--- src/rtl/id_ctrl_pipe.sv ---
// id_ctrl_pipe: MIPS-style ID-stage control decode plus the ID/EX, EX/MEM and
// MEM/WB control-bundle registers, with load-use stall detection.
// Optional build macro ID_CTRL_JUMP_EN adds j / jal / jr decode; without it
// those encodings are illegal and the jump outputs stay at zero.
module id_ctrl_pipe #(
    parameter int ALU_CTRL_W = 4,
    parameter int REG_ADDR_W = 5
) (
    input  logic                  clk,
    input  logic                  rst,
    input  logic                  in_valid,
    input  logic [31:0]           instr,
    input  logic                  flush,
    output logic                  stall,
    output logic                  ex_valid,
    output logic                  ex_reg_write,
    output logic                  ex_mem_to_reg,
    output logic                  ex_mem_write,
    output logic                  ex_branch,
    output logic                  ex_branch_ne,
    output logic                  ex_alu_source,
    output logic                  ex_alu_source_shift,
    output logic                  ex_jump,
    output logic                  ex_jump_reg,
    output logic                  ex_link,
    output logic [ALU_CTRL_W-1:0] ex_alu_control,
    output logic [REG_ADDR_W-1:0] ex_dst,
    output logic                  mem_valid,
    output logic                  mem_reg_write,
    output logic                  mem_mem_to_reg,
    output logic                  mem_mem_write,
    output logic [REG_ADDR_W-1:0] mem_dst,
    output logic                  wb_valid,
    output logic                  wb_reg_write,
    output logic                  wb_mem_to_reg,
    output logic [REG_ADDR_W-1:0] wb_dst,
    output logic                  illegal
);

    localparam logic [5:0] OP_RTYPE = 6'h00;
    localparam logic [5:0] OP_J     = 6'h02;
    localparam logic [5:0] OP_JAL   = 6'h03;
    localparam logic [5:0] OP_BEQ   = 6'h04;
    localparam logic [5:0] OP_BNE   = 6'h05;
    localparam logic [5:0] OP_ADDI  = 6'h08;
    localparam logic [5:0] OP_ADDIU = 6'h09;
    localparam logic [5:0] OP_ANDI  = 6'h0c;
    localparam logic [5:0] OP_ORI   = 6'h0d;
    localparam logic [5:0] OP_XORI  = 6'h0e;
    localparam logic [5:0] OP_LW    = 6'h23;
    localparam logic [5:0] OP_SW    = 6'h2b;

    localparam logic [3:0] ALU_NOP = 4'd0;
    localparam logic [3:0] ALU_ADD = 4'd1;
    localparam logic [3:0] ALU_SUB = 4'd2;
    localparam logic [3:0] ALU_AND = 4'd3;
    localparam logic [3:0] ALU_OR  = 4'd4;
    localparam logic [3:0] ALU_XOR = 4'd5;
    localparam logic [3:0] ALU_NOR = 4'd6;
    localparam logic [3:0] ALU_SLT = 4'd7;
    localparam logic [3:0] ALU_SLL = 4'd8;
    localparam logic [3:0] ALU_SRL = 4'd9;
    localparam logic [3:0] ALU_SRA = 4'd10;

    typedef struct packed {
        logic                  valid;
        logic                  reg_write;
        logic                  mem_to_reg;
        logic                  mem_write;
        logic                  branch;
        logic                  branch_ne;
        logic                  alu_source;
        logic                  alu_source_shift;
        logic                  jump;
        logic                  jump_reg;
        logic                  link;
        logic [ALU_CTRL_W-1:0] alu_control;
        logic [REG_ADDR_W-1:0] dst;
    } ex_bundle_t;

    typedef struct packed {
        logic                  valid;
        logic                  reg_write;
        logic                  mem_to_reg;
        logic                  mem_write;
        logic [REG_ADDR_W-1:0] dst;
    } mem_bundle_t;

    typedef struct packed {
        logic                  valid;
        logic                  reg_write;
        logic                  mem_to_reg;
        logic [REG_ADDR_W-1:0] dst;
    } wb_bundle_t;

    logic [5:0] opcode_s;
    logic [4:0] rs_s;
    logic [4:0] rt_s;
    logic [4:0] rd_s;
    logic [5:0] funct_s;
    logic       unused_shamt_s;

    assign opcode_s       = instr[31:26];
    assign rs_s           = instr[25:21];
    assign rt_s           = instr[20:16];
    assign rd_s           = instr[15:11];
    assign funct_s        = instr[5:0];
    assign unused_shamt_s = ^instr[10:6];

    ex_bundle_t  dec_s;
    logic        dec_illegal_s;
    logic        rs_used_s;
    logic        rt_used_s;
    logic [3:0]  alu4_s;
    logic [4:0]  dst_field_s;
    logic        wr_s;

    ex_bundle_t  ex_d,  ex_q;
    mem_bundle_t mem_d, mem_q;
    wb_bundle_t  wb_d,  wb_q;
    logic        illegal_d, illegal_q;
    logic        stall_s;
    logic        rs_hit_s;
    logic        rt_hit_s;

    // Decode the ID instruction into a control bundle and its register-read usage.
    always_comb begin
        dec_s         = '0;
        dec_illegal_s = 1'b0;
        rs_used_s     = 1'b1;
        rt_used_s     = 1'b0;
        alu4_s        = ALU_NOP;
        dst_field_s   = 5'd0;
        wr_s          = 1'b0;
        case (opcode_s)
            OP_RTYPE: begin
                rt_used_s   = 1'b1;
                wr_s        = 1'b1;
                dst_field_s = rd_s;
                case (funct_s)
                    6'h20, 6'h21: alu4_s = ALU_ADD;
                    6'h22, 6'h23: alu4_s = ALU_SUB;
                    6'h24:        alu4_s = ALU_AND;
                    6'h25:        alu4_s = ALU_OR;
                    6'h26:        alu4_s = ALU_XOR;
                    6'h27:        alu4_s = ALU_NOR;
                    6'h2a:        alu4_s = ALU_SLT;
                    6'h04:        alu4_s = ALU_SLL;
                    6'h06:        alu4_s = ALU_SRL;
                    6'h07:        alu4_s = ALU_SRA;
                    6'h00: begin
                        alu4_s                 = ALU_SLL;
                        dec_s.alu_source_shift = 1'b1;
                        rs_used_s              = 1'b0;
                    end
                    6'h02: begin
                        alu4_s                 = ALU_SRL;
                        dec_s.alu_source_shift = 1'b1;
                        rs_used_s              = 1'b0;
                    end
                    6'h03: begin
                        alu4_s                 = ALU_SRA;
                        dec_s.alu_source_shift = 1'b1;
                        rs_used_s              = 1'b0;
                    end
`ifdef ID_CTRL_JUMP_EN
                    6'h08: begin
                        dec_s.jump_reg = 1'b1;
                        wr_s           = 1'b0;
                    end
`endif
                    default: dec_illegal_s = 1'b1;
                endcase
            end
            OP_ADDI, OP_ADDIU, OP_ANDI, OP_ORI, OP_XORI, OP_LW: begin
                wr_s             = 1'b1;
                dst_field_s      = rt_s;
                dec_s.alu_source = 1'b1;
                dec_s.mem_to_reg = (opcode_s == OP_LW);
                case (opcode_s)
                    OP_ANDI: alu4_s = ALU_AND;
                    OP_ORI:  alu4_s = ALU_OR;
                    OP_XORI: alu4_s = ALU_XOR;
                    default: alu4_s = ALU_ADD;
                endcase
            end
            OP_SW: begin
                rt_used_s        = 1'b1;
                alu4_s           = ALU_ADD;
                dec_s.alu_source = 1'b1;
                dec_s.mem_write  = 1'b1;
            end
            OP_BEQ, OP_BNE: begin
                rt_used_s       = 1'b1;
                alu4_s          = ALU_SUB;
                dec_s.branch    = 1'b1;
                dec_s.branch_ne = (opcode_s == OP_BNE);
            end
            OP_J, OP_JAL: begin
                rs_used_s = 1'b0;
`ifdef ID_CTRL_JUMP_EN
                dec_s.jump  = 1'b1;
                dec_s.link  = (opcode_s == OP_JAL);
                wr_s        = (opcode_s == OP_JAL);
                dst_field_s = (opcode_s == OP_JAL) ? 5'd31 : 5'd0;
`else
                dec_illegal_s = 1'b1;
`endif
            end
            default: dec_illegal_s = 1'b1;
        endcase
        // Writes to $0 are dropped; non-writing instructions carry dst = 0.
        dec_s.reg_write   = wr_s && (dst_field_s != 5'd0);
        dec_s.dst         = dec_s.reg_write ? REG_ADDR_W'(dst_field_s) : '0;
        dec_s.alu_control = ALU_CTRL_W'(alu4_s);
    end

    // Load-use hazard: the load in EX targets a register the ID instruction reads.
    always_comb begin
        rs_hit_s = rs_used_s && (REG_ADDR_W'(rs_s) == ex_q.dst);
        rt_hit_s = rt_used_s && (REG_ADDR_W'(rt_s) == ex_q.dst);
        stall_s  = !rst && in_valid && !flush && ex_q.valid && ex_q.mem_to_reg
                   && (ex_q.dst != '0) && (rs_hit_s || rt_hit_s);
    end

    // Next-state for all stage registers; flush, stall, idle and illegal all inject a bubble.
    always_comb begin
        if (in_valid && !flush && !stall_s && !dec_illegal_s) begin
            ex_d       = dec_s;
            ex_d.valid = 1'b1;
        end else begin
            ex_d = '0;
        end
        illegal_d = in_valid && !flush && !stall_s && dec_illegal_s;
        mem_d     = '{valid: ex_q.valid, reg_write: ex_q.reg_write,
                      mem_to_reg: ex_q.mem_to_reg, mem_write: ex_q.mem_write,
                      dst: ex_q.dst};
        wb_d      = '{valid: mem_q.valid, reg_write: mem_q.reg_write,
                      mem_to_reg: mem_q.mem_to_reg, dst: mem_q.dst};
    end

    // Stage registers; reset clears every bundle to a bubble immediately.
    always_ff @(posedge clk or posedge rst) begin
        if (rst) begin
            ex_q      <= '0;
            mem_q     <= '0;
            wb_q      <= '0;
            illegal_q <= 1'b0;
        end else begin
            ex_q      <= ex_d;
            mem_q     <= mem_d;
            wb_q      <= wb_d;
            illegal_q <= illegal_d;
        end
    end

    assign stall               = stall_s;
    assign ex_valid            = ex_q.valid;
    assign ex_reg_write        = ex_q.reg_write;
    assign ex_mem_to_reg       = ex_q.mem_to_reg;
    assign ex_mem_write        = ex_q.mem_write;
    assign ex_branch           = ex_q.branch;
    assign ex_branch_ne        = ex_q.branch_ne;
    assign ex_alu_source       = ex_q.alu_source;
    assign ex_alu_source_shift = ex_q.alu_source_shift;
    assign ex_jump             = ex_q.jump;
    assign ex_jump_reg         = ex_q.jump_reg;
    assign ex_link             = ex_q.link;
    assign ex_alu_control      = ex_q.alu_control;
    assign ex_dst              = ex_q.dst;
    assign mem_valid           = mem_q.valid;
    assign mem_reg_write       = mem_q.reg_write;
    assign mem_mem_to_reg      = mem_q.mem_to_reg;
    assign mem_mem_write       = mem_q.mem_write;
    assign mem_dst             = mem_q.dst;
    assign wb_valid            = wb_q.valid;
    assign wb_reg_write        = wb_q.reg_write;
    assign wb_mem_to_reg       = wb_q.mem_to_reg;
    assign wb_dst              = wb_q.dst;
    assign illegal             = illegal_q;

endmodule
--- config.mk ---
export PLATFORM = sky130hd
export DESIGN_NAME = id_ctrl_pipe
export DESIGN_NICKNAME = d
export VERILOG_FILES = /design/src/rtl/id_ctrl_pipe.sv
export SDC_FILE = /design/constraint.sdc
export NUM_CORES = 1
export LEC_CHECK = 0
export BUFFER_PORTS_ARGS = -buffer_cell sky130_fd_sc_hd__buf_2
export CAP_MARGIN = 20
export CORE_UTILIZATION = 49
export CTS_BUF_LIST = sky130_fd_sc_hd__clkbuf_4
export DETAILED_ROUTE_END_ITERATION = 16
export PLACE_DENSITY = 0.86
export SYNTH_ARGS = -nofsm -noshare
export SYNTH_HDL_FRONTEND = slang
export SYNTH_SLANG_ARGS = --single-unit
--- constraint.sdc ---
create_clock -name clk -period 2.3 [get_ports clk]
set_clock_uncertainty 0.15 [all_clocks]
set_input_delay 0.46 -clock clk [delete_from_list [all_inputs] [get_ports clk]]
set_output_delay 0.46 -clock clk [all_outputs]
set_load 0.02 [all_outputs]
== Word-level counts from Yosys, hierarchy flattened ==
Cells that the tools add are included.
Storage, ports and cells
  bits in registers: 38
  word-level logic and storage cells: 104
  input port bits: 36
  output and inout bits: 39
Operators by class
  reductions and logical operators: 36
  equality and inequality tests: 27
  mux-type cells: 18
Operators by type and width (count)
  6-bit equality test (second input constant): 11
  4-bit case mux with 10 select lines: 1
  6-bit by 3-bit equality test with 1-bit output (second input constant): 5
  6-bit by 4-bit equality test with 1-bit output (second input constant): 5
  6-bit by 2-bit equality test with 1-bit output (second input constant): 4
  20-bit 2-to-1 mux: 1
  4-bit case mux with 4 select lines: 1
  15-bit OR reduction: 1
  2-bit OR reduction: 7
  7-bit OR reduction: 2
  1-bit logical AND: 13
  6-bit logical NOT: 2
  5-bit equality test: 2
  5-bit case mux with 2 select lines: 1
  5-bit nonzero test: 2
  1-bit 2-to-1 mux: 9
  3-bit case mux with 3 select lines: 1
  9-bit OR reduction: 1
  6-bit OR reduction: 1
  5-bit 2-to-1 mux: 1
  1-bit logical NOT: 4
  1-bit case mux with 2 select lines: 2
  4-bit OR reduction: 1
  3-bit OR reduction: 1
  other kinds (2): 2

== Depth between registers and ports, before layout ==
Gate-level depths: netlist of run 1.
  word-level depth: 11
  gate-level depth with buffers: 8
  mapped depth without buffers: 5

== Worst setup path before layout of run 1 ==
No wires, ideal clock.
  path type: in2out
  start point: input port instr[27]
  end point: output port stall
  arrival time: 1681 ps
  stages on the path: 6
  path buffers: 1
  data required time: 1690 ps
  slack: 9 ps
  cells stage by stage: clkbuf_1 -> nor2_1 -> nand2_2 -> or4_1 -> nand4_1 -> nand2_1
Between the ends
  longest elaborated chain between the ends: 6
  elaborated cells between the ends (all ways): 14
  classes of those cells: eq/ne (5); mux (2); reduce/logical (7)
RTL lines
  start, declared: RTL line 12  | input logic [31:0] instr,
  6-bit by 2-bit equality test with 1-bit output (tied with other cells): RTL line 135  | case (opcode_s)
  2-bit OR reduction or 4-bit OR reduction (tied branches)
  1-bit case mux with 2 select lines or 1-bit 2-to-1 mux (tied branches): RTL line 135
  1-bit logical AND, on equally long branches: RTL line 220, 221
  1-bit logical OR *: RTL line 223  | && (ex_q.dst != '0) && (rs_hit_s || rt_hit_s);
  1-bit logical AND *: RTL line 223
  end, declared: RTL line 14  | output logic stall,
Mark *: on every way between the ends. The rest lies on a longest branch, timed or not.

== Worst setup path in the final report of run 1 ==
  start point: input port instr[28]
  end point: output port stall
Same word-level chain as after synthesis.

==> results.md, run 1 <==
* Outcome: finished, violations left
* Sw Share at 0.2685
* Max Slew Vio Count at 0
* Die area at 3905 um2
* Fin crit share at 1.037
* Synth cell types at 48
* Initial DRC count at 81
* # rows at 21
* Slowest CP cell: or4_4
* Hold Vio Cnt, Final at 0
* R2R Setup Slk at ~0.14 ns
* Synth Area in Simple Gates at 0.2484
* Worst path arrival time at between 1.5 and 2 ns
* Nature of the critical path endpoint: primary output
* WHS at between 0.015 and 0.02 ns
* Top cell type by total area after synthesis: dfrtp_1
* RePlAce Congestion at 0.8196
* Minimum clock period at 2.385 ns
* Main combinational cell family by area after synthesis: simple AND/OR/NAND/NOR gates
* Antenna cell count at 0
* Crit path max fanout at 2
* Ranking of synthesized cells by area: dfrtp_1 (49%), nor3_2 (5.0%), xor2_1 (4.9%)
* Clock Power Share at 0.260
* Largest stage delay, worst path at around 0.52 ns
* Worst hold-check path type: input pin to async pin
* Post-route ant nets at 0
* YS warnings at 0
* Clock slew at reported path FFs at between 0.1 and 0.15 ns
* Syn avg cell area at 10.93 um2
* Clk Latency, worst-skew pair at approximately 0.33 ns
* Max_cap viols at 0
* Delay-heaviest family, CP: simple AND/OR/NAND/NOR gates
* Final setup fails at 1
* Setup ws final at -0.08507 ns
* Post-synthesis mux area share at 0
* Rel. slew slack at 0.6553
* GRT Overall Usage at 0.2470
* Grt total ovfl at 0
* CTS root buffer: clkbuf_4
* Area after DPL at 2293 um2
* DRC at 0
* Num CTS Buffers at 5
* Initial antenna violation count at 0
* Design area at approximately 2500 um2
* Vias at 1649
* Die X at 62.49 um
* Worst path depth at 7
* Vias per std cell at 5.442
* Post-synth EDFFs at 0
* Detailed placement HPWL at 3451 um
* Crit Path Class: input pin to primary output
* Req. time, crit path at approximately 1.7 ns
* Compound-gate portion of the synthesized area at 0.1514
* Post-synthesis xor/xnor area fraction at 0.05862
* Violated checks: negative setup slack
* Clock sink total at 35
* Psw at 0.0002987 W
* Max Freq at ~0.42 GHz
* Mapped Area at 1793 um2
* WL final at 4609 um
* Sequential element share of the synthesized area at 0.4885
* CP Cell Sequence: buf_8 -> nor4_4 -> nand2_2 -> or4_4 -> nand4_1 -> nand2_1 -> buf_6
* Htree depth at 2
* First-pass iteration count of the detailed router at 5
* CP Buf/Inv Count at 2
* Core area at 3416 um2
* Worst reg2reg path depth at 7
* Ys async rst share at 1.000
* Port Buffer Count at 66
* Syn Inst Count at between 150 and 200
* Area grow syn2layout at 37.47%
* Power per cell area at 451.2 nW/um2
* Post-Synth Adder-Cell Area at 0
* Die Span Y at 62.49 um
* Flop pwr share at 0.558
* Num ports at between 70 and 80
* Initial Util at 0.5249
* Clock Tree Buf Depth at 2
* Gate power share at 0.182
* Layout cells sized above 1 at 0.5019
* Seq cells post-synth at 35
* Largest net degree at the start of global routing at 23
* Avg WL per Cell at 15.21 um
* Worst Setup Start Kind: input pin
* Nets@finish at 293
* First-pass GRT wire length at 7514 um
* CTS tree: yes
* Number of global-route vias before repair at 1550
* RSZ-0062 raised after global routing: true
* Worst Max-Slew Pin Slew at around 0.52 ns
* Pint at 0.0008135 W
* Top cell type's share of synthesized area at 0.4885
* Main synth FF type: dfrtp_1
* Leakage at 1.265 nW
* Maximum vdd drop at 181.2 uV
power by group through the flow:
stage	registers, W	clock network (W)	logic [W]
floorplan	0.000637	0	0.000101
global placement	0.000632	0	0.000182
detailed placement	0.000633	0	0.000187
CTS	0.000620	0.000298	0.000193
global route	0.000621	0.000332	0.000222
finish	0.000620	0.000289	0.000203
metrics by stage:
| stage | instances | power (W) | setup WS, ns | setup TNS (ns) | utilization |
|---|---|---|---|---|---|
| after global routing | 303 | 0.001175 | -0.1488 | -0.1488 | 0.7216 |
| after global placement | 289 | 0.0008145 | -0.1334 | -0.1334 | 0.6714 |
| final | 303 | 0.001112 | -0.08507 | -0.08507 | 0.7216 |
| after floorplan | 166 | 0.0007383 | 0.008870 | 0 | - |
| after detailed placement | 289 | 0.0008194 | -0.1519 | -0.1868 | 0.6714 |
| after CTS | 300 | 0.001111 | -0.1012 | -0.1012 | 0.7040 |
Yosys cell counts (2+ instances only):
library cell  number
nand2b_1           2
xor2_1            10
a211oi_1           5
a22oi_1            6
o21ai_0            4
nand3_1            2
clkbuf_1           4
nand3b_1           3
nor3_1             9
a21o_1             3
or4_1              3
buf_4              4
nor2_1            13
nor2b_1            4
buf_6              2
nor4_4             2
dfrtp_1           35
nor3_2             9
a22o_1             2
nand4_1            2
inv_1              5
nand2_1            6
a21oi_1            3
xnor2_1            2
worst reg2reg max path, delay by kind of cell, from the launching register on:
family | cells | cell delay, ns
compound gates | 2 | 0.61
buf+inv | 2 | 0.32
flops | 1 | 0.45
xor+xnor | 1 | 0.16
simple gates | 2 | 0.37
cell type report:
type | count | area [um2]
well taps | 46 | 57.56
inverters | 5 | 18.77
multi-input cells | 115 | 872.1
fillers | 248 | 950.9
clock buffers | 5 | 37.54
flip-flops and latches | 35 | 879.6
clock inverters | 2 | 8.758
repair buffers | 95 | 590.6
routing by layer:
metal / global-route usage / wire (um)
met5: 0 / 0
met4: 0.07849 / 106
met3: 0.02737 / 254
met1: 0.3043 / 1799
met2: 0.4484 / 2449
cells by family (layout without fill, tap and decap cells):
kind of cell	count (synthesis)	after routing
and+or+nand+nor	66	66
DFF	35	35
AOI/OAI and AO/OA	34	34
buffers and inverters	16	107
xor gates and xnor gates	12	12
other	1	3
layout by cell type (no fill, tap or decap), types with 3 or more instances in the layout:
cell,instances
nand3b_1,3
a22oi_1,6
buf_6,4
nor3_2,10
a21oi_1,3
buf_4,26
buf_2,63
nand2_1,6
nor2_1,13
dfrtp_2,3
xor2_1,9
nor3_1,7
o21ai_0,4
a21o_1,3
a211oi_1,4
conb_1,3
clkbuf_4,5
nor2b_1,4
inv_1,5
dfrtp_1,32
worst paths after layout:
| path | start | end |
|---|---|---|
| worst max-delay path | instr[28] | stall |
| min in group clk | mem_dst[0] | wb_dst[0] |
| max in group asynchronous | rst | ex_alu_control[0] |
| worst max register to register | ex_dst[3] | illegal |
| worst min-delay path | rst | mem_dst[1] |
| worst min register to register | mem_dst[0] | wb_dst[0] |
timing repair:
item                                    in CTS  in global routing
endpoints found under the hold margin        0                  0
pin swaps                                    5                  9
gates resized for setup                      9                  9
buffers inserted                             4                  3
endpoints found under the setup margin       1                 16
hold buffers                                 0                  0
Power figures use the tool's default switching activity.
==> inputs of run 2 (changes only) <==
- PLACE_DENSITY: 0.86 -> not set
- PLACE_DENSITY_LB_ADDON: not set -> 0.12
==> results.md, run 2 (synthesis gave the netlist of run 1 again) <==
* Placed insts at 290 (was 289)
* Layout cells sized above 1 at 0.4921 (was 0.5019)
* Die area at 3905 um2 (unchanged)
* Detailed placement HPWL at 3364 um (was 3451 um)
* Clock Tree Buf Depth at 2 (unchanged)
* Largest stage delay, worst path at 0.49 ns (was 0.52 ns)
* Delay-heaviest family, CP: simple AND/OR/NAND/NOR gates (unchanged)
* Slowest CP cell: or4_4 (unchanged)
* Number of global-route vias before repair at 1555 (was 1550)
* Rel. slew slack at 0.6508 (was 0.6553)
* First-pass iteration count of the detailed router at 4 (was 5)
* Violated checks: negative setup slack (unchanged)
* Power per cell area at 473.3 nW/um2 (was 451.2 nW/um2)
* Setup ws final at -0.04368 ns (was -0.08507 ns)
* Fin crit share at 1.019 (was 1.037)
* Area grow syn2layout at 33.78% (was 37.47%)
* DRC at 0 (unchanged)
* RePlAce Congestion at 0.8137 (was 0.8196)
* GRT Overall Usage at 0.2351 (was 0.2470)
* Hold Vio Cnt, Final at 0 (unchanged)
* Worst path depth at 7 (unchanged)
* Antenna cell count at 0 (unchanged)
* Worst reg2reg path depth at 8 (was 7)
* Area after DPL at 2301 um2 (was 2293 um2)
* Largest net degree at the start of global routing at 19 (was 23)
* Worst Setup Start Kind: input pin (unchanged)
* Clock sink total at 35 (unchanged)
* Die X at 62.49 um (unchanged)
* Clk Latency, worst-skew pair at 0.32 ns (was 0.33 ns)
* Maximum vdd drop at 235.2 uV (was 181.2 uV)
* Initial DRC count at 119 (was 81)
* WL final at 4218 um (was 4609 um)
* Max Freq at 0.4267 GHz (was 0.4193 GHz)
* Nature of the critical path endpoint: primary output (unchanged)
* Pre-CTS setup slack at -0.1802 ns (was -0.1519 ns)
* Setup TNS at -0.04368 ns (was -0.08507 ns)
* # rows at 21 (unchanged)
* CTS root buffer: clkbuf_4 (unchanged)
* Post-route ant nets at 0 (unchanged)
* Worst hold-check path type: input pin to async pin (unchanged)
* Most frequent cells in the layout: buf_2 (63), dfrtp_1 (30), buf_4 (22) (was buf_2 (63), dfrtp_1 (32), buf_4 (26))
* Minimum clock period at 2.344 ns (was 2.385 ns)
* CTS tree: yes (unchanged)
* Crit path max fanout at 2 (unchanged)
* Vias per std cell at 5.349 (was 5.442)
* RSZ-0062 raised after global routing: true (unchanged)
* Outcome: finished, violations left (unchanged)
* CP Buf/Inv Count at 2 (unchanged)
* First-pass GRT wire length at 7196 um (was 7514 um)
* Leading cell type in the layout, fill and taps excluded: buf_2 (unchanged)
* Initial Util at 0.5249 (unchanged)
* Final setup fails at 1 (unchanged)
* Req. time, crit path at 1.69 ns (about the same)
* Worst path arrival time at 1.73 ns (was 1.78 ns)
* Non-Filler Instances at 298 (was 303)
* Initial antenna violation count at 0 (unchanged)
* Post-CTS Setup Bufs at 0 (was 4)
* Max Slew Vio Count at 0 (unchanged)
* Max_cap viols at 0 (unchanged)
* Num CTS Buffers at 5 (unchanged)
* Core area at 3416 um2 (unchanged)
* Avg WL per Cell at 14.15 um (was 15.21 um)
* Port Buffer Count at 66 (unchanged)
* Cell mode on critical path: buf_6
* Vias at 1594 (was 1649)
* Cts hold-fix bufs at 0 (unchanged)
* Clock slew at reported path FFs at 0.10 ns (was 0.11 ns)
* Leakage at 1.226 nW (was 1.265 nW)
* Worst Max-Slew Pin Slew at 0.5232 ns (was 0.5165 ns)
* Grt total ovfl at 0 (unchanged)
* Nets@finish at 287 (was 293)
* Design area at 2399 um2 (was 2465 um2)
* Htree depth at 2 (unchanged)
* CP Cell Sequence: buf_6 -> nor4_4 -> nand2_2 -> or4_4 -> nand4_1 -> nand2_1 -> buf_6 (was buf_8 -> nor4_4 -> nand2_2 -> or4_4 -> nand4_1 -> nand2_1 -> buf_6)
* Die Span Y at 62.49 um (unchanged)
* Num ports at 75 (unchanged)
* Crit Path Class: input pin to primary output (unchanged)
run 2: cell count changes in the layout (fill, tap and decap cells not counted):
cell	delta
buf_4	-4
clkbuf_4	+2
dfrtp_1	-2
dfrtp_2	+2
nor3_1	+2
buf_6	-1
buf_8	-1
clkinv_1	-1
nor3_2	-1
nor3_4	-1
xor2_1	+1
xor2_2	-1
run 2: stage by stage:
step / total power (W) / hold slack (ns) / util
global route: 0.001192 / 0.04557 / 0.7022
floorplan: 0.0007383 / 0.3436 / -
finish: 0.001135 / 0.02020 / 0.7022
global placement: 0.0008108 / 0.2015 / 0.6736
CTS: 0.001144 / 0.03761 / 0.6971
detailed placement: 0.0008186 / 0.2050 / 0.6736
run 2: path summary, 6_finish.rpt:
check,start,endpoint,slack (ns)
max in group asynchronous,rst,ex_dst[2],1.40
hold reg to reg,mem_reg_write,wb_reg_write,0.23
hold / removal,rst,mem_dst[1],0.02
min in group clk,mem_reg_write,wb_reg_write,0.23
setup reg to reg,ex_dst[1],ex_branch,0.35
setup / recovery,instr[28],stall,-0.04
run 2: timing repair:
action | 4_1_cts | 5_1_grt
gates cloned | 0 | 0
pin swaps | 5 | 1
gates resized for setup | 6 | 7
endpoints found under the setup margin | 1 | 1
run 2: power by group:
| part | switching (W) | leakage, nW | internal [W] |
|---|---|---|---|
| Clock | 0.000181 | 0.0361 | 0.000143 |
| Combinational | 0.000110 | 0.711 | 0.0000814 |
| Sequential | 0.00000187 | 0.479 | 0.000619 |
run 2: cell type report:
type,instances,area [um2]
tap,46,57.56
multi-input combinational,115,848.3
clock inverter,1,5.005
inverter,5,18.77
timing repair buffer,89,534.3
fill,286,1017
sequential,35,882.1
clock buffer,7,52.55
run 2: metal layers:
metal  up-vias  wire length (um)  GRT usage
met5         -                 0          0
met4         0               124     0.1134
met3        12               289    0.04745
met2        80              2005     0.3791
met1       741              1799     0.3018
li1        761                 -          -
==> inputs of run 3 (changes only) <==
- BUFFER_PORTS_ARGS: -buffer_cell sky130_fd_sc_hd__buf_2 -> -buffer_cell sky130_fd_sc_hd__buf_4
==> results.md, run 3 (synthesis gave the netlist of run 1 again) <==
* CTS root buffer: clkbuf_4 (unchanged)
* Nets@finish at 291 (was 287)
* Outcome: finished, violations left (unchanged)
* Worst reg2reg path depth at 9 (was 8)
* Number of global-route vias before repair at 1705 (was 1555)
* Start of the worst register-to-register path: ex_dst[0] (was ex_dst[1])
* Grt total ovfl at 0 (unchanged)
* Core area at 3416 um2 (unchanged)
* Largest net degree at the start of global routing at 23 (was 19)
* Violated checks: negative setup slack (unchanged)
* Worst Setup Start Kind: flip-flop (was input pin)
* Delay-heaviest family, CP: flip-flops (was simple AND/OR/NAND/NOR gates)
* Area grow syn2layout at 50.87% (was 33.78%)
* Placed insts at 286 (was 290)
* Clock sink total at 35 (unchanged)
* Minimum clock period at 2.500 ns (was 2.344 ns)
* Detailed placement HPWL at 3614 um (was 3364 um)
* First-pass GRT wire length at 8073 um (was 7196 um)
* Worst hold-check path type: flip-flop to flip-flop (was input pin to async pin)
* M2 GR Usage at 0.4606 (was 0.3791)
* Non-Filler Instances at 302 (was 298)
* Htree depth at 2 (unchanged)
* Vias per std cell at 5.762 (was 5.349)
* Antenna cell count at 0 (unchanged)
* CP Cell Sequence: xor2_1 -> a211oi_1 -> nand4_1 -> nand2_1 -> buf_6 (was buf_6 -> nor4_4 -> nand2_2 -> or4_4 -> nand4_1 -> nand2_1 -> buf_6)
* Fin crit share at 1.087 (was 1.019)
* Leading cell type in the layout, fill and taps excluded: buf_4 (was buf_2)
* Largest stage delay, worst path at 0.48 ns (was 0.49 ns)
* RePlAce Congestion at 0.8038 (was 0.8137)
* RSZ-0062 raised after global routing: true (unchanged)
* R2R Setup Slk at -0.04 ns (was 0.35 ns)
* Most frequent cells in the layout: buf_4 (86), dfrtp_1 (30), nor2_1 (13) (was buf_2 (63), dfrtp_1 (30), buf_4 (22))
* Max_cap viols at 0 (unchanged)
* # rows at 21 (unchanged)
* R2r endpoint: illegal (was ex_branch)
* Die X at 62.49 um (unchanged)
* Worst path arrival time at 1.89 ns (was 1.73 ns)
* Avg WL per Cell at 17.55 um (was 14.15 um)
* Critical path endpoint: stall (unchanged)
* Initial DRC count at 144 (was 119)
* Met1 Use GR at 0.3098 (was 0.3018)
* WL final at 5300 um (was 4218 um)
* Clk Latency, worst-skew pair at 0.35 ns (was 0.32 ns)
* Worst path depth at 5 (was 7)
* Clock slew at reported path FFs at 0.11 ns (was 0.10 ns)
* Max Freq at 0.4001 GHz (was 0.4267 GHz)
* Crit path max fanout at 5 (was 2)
* Area after DPL at 2449 um2 (was 2301 um2)
* Die Span Y at 62.49 um (unchanged)
* Design area at 2705 um2 (was 2399 um2)
* Max Slew Vio Count at 0 (unchanged)
* Hold Vio Cnt, Final at 0 (unchanged)
* Setup ws final at -0.1997 ns (was -0.04368 ns)
* GRT Overall Usage at 0.2760 (was 0.2351)
* WHS at 0.2415 ns (was 0.02020 ns)
* Post-route ant nets at 0 (unchanged)
* Crit. Startpoint: ex_dst[2] (was instr[28])
* Crit Path Class: flip-flop to primary output (was input pin to primary output)
* Nature of the critical path endpoint: primary output (unchanged)
* DRC at 0 (unchanged)
* Rel. slew slack at 0.6635 (was 0.6508)
* Setup TNS at -0.2745 ns (was -0.04368 ns)
* Port Buffer Count at 66 (unchanged)
* Req. time, crit path at 1.69 ns (about the same)
* Vias at 1740 (was 1594)
* Final setup fails at 4 (was 1)
* CP Buf/Inv Count at 1 (was 2)
* First-pass iteration count of the detailed router at 7 (was 4)
* Die area at 3905 um2 (unchanged)
* CTS tree: yes (unchanged)
* Leakage at 1.336 nW (was 1.226 nW)
* Initial Util at 0.5249 (unchanged)
* Power per cell area at 478.2 nW/um2 (was 473.3 nW/um2)
* Layout cells sized above 1 at 0.5195 (was 0.4921)
* Initial antenna violation count at 0 (unchanged)
* Util after Layout at 0.7919 (was 0.7022)
* Slowest CP cell: dfrtp_2 (was or4_4)
* Clock Tree Buf Depth at 2 (unchanged)
* Top Usage Layer GRT: met2 (unchanged)
* Maximum vdd drop at 348.5 uV (was 235.2 uV)
* Num ports at 75 (unchanged)
* Met3 Track Usage GR at 0.06752 (was 0.04745)
* Worst Max-Slew Pin Slew at 0.5041 ns (was 0.5232 ns)
* Num CTS Buffers at 5 (unchanged)
[run 3: changes by cell type in the layout (fill, tap and decap cells not counted), moves of 2 or more]
cell	before	now
buf_8	0	2
buf_2	63	0
nor3_4	0	5
buf_4	22	86
nor3_1	9	3
clkbuf_4	7	5
[run 3: area by class of cell]
cell class,instances,area [um2]
Fill cell,231,710.7
Timing Repair Buffer,93,748.2
Tap cell,46,57.56
Sequential cell,35,882.1
Clock buffer,5,37.54
Clock inverter,3,43.79
Inverter,5,18.77
Multi-Input combinational cell,115,917.1
[run 3: repair_timing]
action,4_1_cts,5_1_grt
setup buffers,7,0
pin swaps,9,3
hold endpoints to repair,13,0
gates resized for setup,8,18
hold buffers,1,0
setup endpoints to repair,1,19
cloned,0,0
[run 3: worst min path at each step]
stage	from	end	slack (ns)	cells past startpoint
floorplan	ex_mem_write	mem_mem_write	0.34	0
global placement	mem_reg_write	wb_reg_write	0.21	0
detailed placement	mem_dst[3]	wb_dst[3]	0.22	0
CTS	mem_dst[3]	wb_dst[3]	0.24	0
global route	mem_dst[2]	wb_dst[2]	0.25	0
finish	mem_mem_to_reg	wb_mem_to_reg	0.24	0
[run 3: through the flow]
stage,total power [W],setup WS [ns]
floorplan,0.0007383,0.008870
global placement,0.0008266,-0.1507
detailed placement,0.0008340,-0.1730
CTS,0.001280,-0.06948
global route,0.001341,-0.2678
finish,0.001294,-0.1997
[run 3: metal layers]
metal | wire, um | up-vias
met2 | 2711 | 125
met4 | 217 | 0
met1 | 1934 | 821
met3 | 437 | 27
li1 | - | 767
met5 | 0 | -
[run 3: where the power goes]
group,internal [W],total [W],switching [W]
logic,0.000100,0.000224,0.000124
registers,0.000619,0.000621,0.00000202
clock network,0.000228,0.000449,0.000220
